File: src/rtl/timestamp_arb_pkg.sv
// Shared constants and types for the timestamp FIFO arbiter.
// Word-type codes live in bits [27:24] of each 32-bit word.
package timestamp_arb_pkg;
    localparam logic [3:0] TS_WORD_LO = 4'h1;
    localparam logic [3:0] TS_WORD_HI = 4'h2;
    localparam int         ERR_CNT_W  = 8;

    typedef enum logic {
        IDLE,
        LOCK
    } arb_state_e;
endpackage

File: src/rtl/timestamp_fifo_arbiter_rr.sv
// Combinational round-robin picker: first request after last_i,
// wrapping modulo N_CH.
module rr_priority_select #(
    parameter int N_CH = 4,
    parameter int IW   = $clog2(N_CH)
) (
    input  logic [N_CH-1:0] req_i,
    input  logic [IW-1:0]   last_i,
    output logic [N_CH-1:0] gnt_o,
    output logic [IW-1:0]   idx_o
);
    logic [IW-1:0] cand;

    // Walk from lowest to highest priority so the nearest hit wins.
    always_comb begin
        gnt_o = '0;
        idx_o = '0;
        cand  = '0;
        for (int k = N_CH; k >= 1; k--) begin
            cand = IW'((int'(last_i) + k) % N_CH);
            if (req_i[cand]) begin
                gnt_o       = '0;
                gnt_o[cand] = 1'b1;
                idx_o       = cand;
            end
        end
    end
endmodule

File: src/rtl/timestamp_fifo_arbiter.sv
// Merges per-core timestamp FIFOs into one stream, holding the
// grant on a channel until its lo/hi word pair is complete.
module timestamp_fifo_arbiter
    import timestamp_arb_pkg::*;
#(
    parameter int N_CH    = 4,
    parameter int TIMEOUT = 255
) (
    input  logic                 BUS_CLK,
    input  logic                 BUS_RST_N,
    input  logic [N_CH-1:0]      CONF_EN,
    input  logic [N_CH-1:0]      IN_FIFO_EMPTY,
    input  logic [32*N_CH-1:0]   IN_FIFO_DATA,
    output logic [N_CH-1:0]      IN_FIFO_READ,
    input  logic                 OUT_FIFO_READ,
    output logic                 OUT_FIFO_EMPTY,
    output logic [31:0]          OUT_FIFO_DATA,
    output logic [N_CH-1:0]      GRANT,
    output logic [ERR_CNT_W-1:0] LOCK_ERR_CNT
);
    localparam int IW = $clog2(N_CH);

    arb_state_e           state_q, state_d;
    logic [IW-1:0]        owner_q, owner_d;
    logic [IW-1:0]        last_q, last_d;
    logic [7:0]           tmo_q, tmo_d;
    logic                 ov_q, ov_d;
    logic [31:0]          data_q, data_d;
    logic [N_CH-1:0]      grant_q, grant_d;
    logic [ERR_CNT_W-1:0] err_q, err_d;

    logic [N_CH-1:0] elig, rr_gnt, sel, owner_oh;
    logic [IW-1:0]   rr_idx, pidx;
    logic            accept, pop, err_evt, locked;
    logic [31:0]     pword;
    logic [3:0]      wtype;

    rr_priority_select #(.N_CH(N_CH), .IW(IW)) u_rr (
        .req_i  (elig),
        .last_i (last_q),
        .gnt_o  (rr_gnt),
        .idx_o  (rr_idx)
    );

    assign locked       = (state_q == LOCK);
    assign elig         = CONF_EN & ~IN_FIFO_EMPTY;
    assign accept       = ~ov_q | OUT_FIFO_READ;
    assign owner_oh     = {{(N_CH-1){1'b0}}, 1'b1} << owner_q;
    assign sel          = locked ? owner_oh : rr_gnt;
    assign pidx         = locked ? owner_q : rr_idx;
    assign IN_FIFO_READ = sel & elig & {N_CH{accept}};
    assign pop          = |IN_FIFO_READ;
    assign wtype        = pword[27:24];

    // Mux out the word of the channel being served.
    always_comb begin
        pword = '0;
        for (int i = 0; i < N_CH; i++) begin
            if (pidx == IW'(i)) pword = IN_FIFO_DATA[32*i +: 32];
        end
    end

    // Lock FSM, timeout, error counting and output register update.
    always_comb begin
        state_d = state_q;
        owner_d = owner_q;
        last_d  = last_q;
        tmo_d   = tmo_q;
        ov_d    = ov_q;
        data_d  = data_q;
        grant_d = grant_q;
        err_evt = 1'b0;
        if (pop) begin
            ov_d   = 1'b1;
            data_d = pword;
        end else if (OUT_FIFO_READ) begin
            ov_d = 1'b0;
        end
        unique case (state_q)
            IDLE: begin
                if (pop && wtype == TS_WORD_LO) begin
                    state_d = LOCK;
                    owner_d = pidx;
                    grant_d = rr_gnt;
                    tmo_d   = '0;
                end else if (pop) begin
                    last_d = pidx;
                end
            end
            LOCK: begin
                if (!CONF_EN[owner_q]) begin
                    err_evt = 1'b1;
                    state_d = IDLE;
                end else if (pop && wtype == TS_WORD_HI) begin
                    state_d = IDLE;
                end else if (pop && wtype == TS_WORD_LO) begin
                    err_evt = 1'b1;
                    tmo_d   = '0;
                end else if (pop) begin
                    err_evt = 1'b1;
                    state_d = IDLE;
                end else if ({1'b0, tmo_q} + 9'd1 >= 9'(TIMEOUT)) begin
                    err_evt = 1'b1;
                    state_d = IDLE;
                end else begin
                    tmo_d = tmo_q + 8'd1;
                end
                if (state_d == IDLE) begin
                    last_d  = owner_q;
                    grant_d = '0;
                    tmo_d   = '0;
                end
            end
            default: state_d = IDLE;
        endcase
        err_d = err_q;
        if (err_evt && err_q != '1) err_d = err_q + 1'b1;
    end

    // State registers with synchronous active-low reset.
    always_ff @(posedge BUS_CLK) begin
        if (!BUS_RST_N) begin
            state_q <= IDLE;
            owner_q <= '0;
            last_q  <= IW'(N_CH-1);
            tmo_q   <= '0;
            ov_q    <= 1'b0;
            data_q  <= '0;
            grant_q <= '0;
            err_q   <= '0;
        end else begin
            state_q <= state_d;
            owner_q <= owner_d;
            last_q  <= last_d;
            tmo_q   <= tmo_d;
            ov_q    <= ov_d;
            data_q  <= data_d;
            grant_q <= grant_d;
            err_q   <= err_d;
        end
    end

    assign OUT_FIFO_EMPTY = ~ov_q;
    assign OUT_FIFO_DATA  = data_q;
    assign GRANT          = grant_q;
    assign LOCK_ERR_CNT   = err_q;
endmodule

File: config.mk
export PLATFORM = sky130hd
export DESIGN_NAME = timestamp_fifo_arbiter
export DESIGN_NICKNAME = d
export VERILOG_FILES = /design/src/rtl/timestamp_arb_pkg.sv /design/src/rtl/timestamp_fifo_arbiter_rr.sv /design/src/rtl/timestamp_fifo_arbiter.sv
export SDC_FILE = /design/constraint.sdc
export NUM_CORES = 1
export LEC_CHECK = 0
export ABC_AREA = 1
export CORE_UTILIZATION = 37
export CTS_CLUSTER_DIAMETER = 60
export DETAILED_ROUTE_END_ITERATION = 12
export HOLD_SLACK_MARGIN = 0.03
export PLACE_DENSITY = 0.79
export SYNTH_ARGS = -nofsm -noshare
export SYNTH_HDL_FRONTEND = slang
export SYNTH_SLANG_ARGS = --single-unit
File: constraint.sdc
create_clock -name BUS_CLK -period 2.78 [get_ports BUS_CLK]
set_clock_uncertainty 0.15 [all_clocks]
set_input_delay 0.417 -clock BUS_CLK [delete_from_list [all_inputs] [get_ports BUS_CLK]]
set_output_delay 0.417 -clock BUS_CLK [all_outputs]
set_load 0.03 [all_outputs]
==> out/qor.yml <==
clock_tree:
  clk_pin_slew_ns: 0.07
  clk-insertion-delay-late_ns: 0.35
  clockBufferDepth: 2
  cts-root-buf: "clkbuf_8"
  htreeDepth: 3
  ctsHoldBuffers: 0
  numCtsBuffers: 9
  clkSinkCount: 58
  cts_tree: "yes"
worst_setup_path:
  crit_type: "reg2reg"
  start_kind: "flip-flop"
  end_kind: "flip-flop"
  crit_fanout: 5
  rr_endpoint: "tmo_q[5]"
  cp.required_ns: 2.83
  r2r_start: "last_q[0]"
  cp.arrival_ns: 2.91
  r2r_setup_slack_ns: -0.08
  reg2regPathDepth: 22
floorplanning:
  pin_count: 188
  die-area_sq_mm: 0.0109
  initial_core_util_pct: 38.8
  rows: 36
  dieHeight_um: 104
  die_w_um: 104
  core_region_area_sq_mm: 0.00995
run_status:
  status: "finished with violations"
  violations: "negative setup slack"
detailed_routing:
  drcViolationCount: 0
  wl_per_cell_um: 16.9
  drt_iter0_markers: 243
  dr.pass1.iters: 5
  vias_per_cell: 5.35
  totalWireLength_um: 16100
  ant_nets: 0
  via_count: 5097
timing:
  setup-violations-final: 22
  tightest_slew_ns: 0.944
  fmax_mhz: 349
  setup_tns_ns: -0.946
  final_max_slew_viol_count: 0
  rsz0062_at_grt: "true"
  relSlewSlack_pct: 37.0
  min_period_ns: 2.86
  hold_violations: 0
  min_period_over_period_pct: 103
  timing.final.ws_setup_ns: -0.0822
logic_synthesis:
  synthTopCellsByArea: "dfxtp_1 30%, nand2_1 15%, a21oi_1 8.8%, nand3_1 4.7%, o21ai_0 4.5%"
  synth_common_cells: "158 x nand2_1, 68 x a21oi_1, 58 x dfxtp_1, 37 x inv_1, 36 x nand3_1"
  synth-main-ff-cell: "dfxtp_1"
  synth-edff-count: 0
  synth_most_common_cell: "nand2_1"
  netlist_area_sq_mm: 0.00386
  async_flop_share_pct: 0
  yosysSeqAreaShare_pct: 30.0
  syn_inst: 572
  avgSynthCellArea_sq_um: 6.76
  yosysWarnings: 0
  synth_top_area_share_pct: 30.0
  synth_seq_cells: 58
  yosys.area.top_type: "dfxtp_1"
  synth.distinct_cells: 40
  synth.net_count: 718
final_layout:
  drive_above_1_share_pct: 25.0
  area_delta_synth_final_pct: 76.7
  diodes: 0
  fillCellCount: 797
  regArea_sq_mm: 0.00117
  fin_nets: 960
  multi_input_area_sq_mm: 0.00267
  finalNonFillerCells: 952
  fin_area_sq_mm: 0.00683
hold_path:
  min_to: "OUT_FIFO_DATA[25]"
  min_from: "OUT_FIFO_DATA[25]"
  whs_path_depth: 2
  hp-class: "reg2reg"
power:
  p_leak_uw: 0.00285
  power_frac_clock_pct: 10.0
  combPwrFrac_pct: 73.4
  power.switching_uw: 3390
  power.density_mw_per_mm2: 1020
  power.internal_uw: 3560
  peakVddDrop_v: 0.000489
  swShare_pct: 48.8
  power_frac_seq_pct: 16.6
global_route:
  antenna_found_initial: 0
  globalRouteOverflowTotal: 0
  grt_max_degree: 38
  grt_usage_pct: 27.4
  grt_pass1_vias: 4894
  grt_pass1_wl_um: 23700
placement:
  io_buffers: 187
  detailed_place.area_sq_mm: 0.00623
  gp_congestion: 0.934
  dp_cells: 921
  dp_hpwl_um: 11400
flow_run:
  maxCapViolations: 0
-- critical path, stage by stage, from the launching register on --
cell and delay, ns:
dfxtp_4 0.36, inv_4 0.06, buf_6 0.12, nand3_2 0.09, nand2_2 0.11, nand2_4 0.08, nand2_1 0.06, nand2_1 0.04
nand2_1 0.07, nand2_2 0.08, a21oi_4 0.25, buf_6 0.15, nand2_1 0.05, nand2_1 0.08, nand2_1 0.06, nand2_1 0.07
nand2_2 0.10, nor2_4 0.15, nand3_4 0.12, nand4_1 0.18, buf_4 0.14, o21a_1 0.10, nor2_1 0.03
-- layout by cell type (no fill, tap or decap), types with 16 or more instances in the layout --
cell / synthesis / final
buf_4: 1 / 58
nand3_1: 36 / 31
nor2_1: 20 / 17
a21oi_1: 68 / 62
clkdlybuf4s50_1: 0 / 175
a41oi_1: 16 / 16
dfxtp_1: 58 / 56
o21ai_0: 35 / 26
nand2_2: 23 / 41
inv_1: 37 / 27
nand2_1: 158 / 131
-- worst max path at each step --
stage	from	end	slack (ns)	depth (start not counted)
6_report	last_q[0]	tmo_q[5]	-0.08	22
5_1_grt	last_q[0]	LOCK_ERR_CNT[3]	-0.25	22
4_1_cts	last_q[0]	tmo_q[4]	-0.01	20
3_5_place_dp	CONF_EN[0]	GRANT[0]	-0.53	20
3_3_place_gp	CONF_EN[3]	GRANT[1]	-0.43	21
2_1_floorplan	last_q[0]	GRANT[1]	0.04	21
-- area by class of cell --
class | count | area share (%)
multi-input combinational | 443 | 39.1
clock buffer | 11 | 2.07
inverter | 45 | 2.62
clock inverter | 5 | 0.440
tap | 133 | 2.44
sequential | 58 | 17.1
timing repair buffer | 257 | 36.3
-- per-stage QoR --
step / power [uW] / setup slack (ns) / utilization, % / hold WS, ns
6_report: 6950 / -0.0822 / 68.6 / 0.328
5_1_grt: 7370 / -0.248 / 68.6 / 0.350
4_1_cts: 6410 / -0.00965 / 65.9 / 0.322
3_5_place_dp: 5490 / -0.529 / 62.6 / 0.311
3_3_place_gp: 5390 / -0.434 / 62.6 / 0.309
2_1_floorplan: 3670 / 0.0418 / - / 0.320
-- flip-flops by register name, indices dropped and copies added, names as in the netlist --
signal / count
last_q: 2
owner_q: 2
LOCK_ERR_CNT: 8
tmo_q: 8
OUT_FIFO_DATA: 32
GRANT: 4
locked: 1
ov_q: 1
-- power by group through the flow --
| stage | registers (uW) | clock network [uW] | logic, uW |
|---|---|---|---|
| after detailed placement | 1160 | 0 | 4330 |
| final | 1160 | 693 | 5100 |
| after CTS | 1150 | 701 | 4560 |
| after floorplan | 1470 | 0 | 2200 |
| after global placement | 1160 | 0 | 4230 |
| after global routing | 1180 | 743 | 5460 |
-- cell families after synthesis --
logic type               after synthesis  synth area share [%]
AND/OR/NAND/NOR                      274                  33.5
AO/OA/AOI/OAI                        149                  23.4
buffers and inverters                 72                  8.09
flip-flops                            58                  30.0
XOR/XNOR                              12                  2.72
adder cells (fa/ha/maj)                7                  2.27
-- layer usage --
layer	vias up	track usage [%]	share of wire, %
li1	2428	-	-
met1	2371	29.2	37
met2	239	50.0	51
met3	59	5.95	7.1
met4	0	15.0	4.7
met5	-	0	0
-- repair_timing --
item                       CTS  global route
cloned                       0             1
gates resized for setup     48            61
setup endpoints to repair   30            61
pin swaps                   22            32
buffers inserted             3            12
No activity file was read; power rests on OpenSTA's default activity.
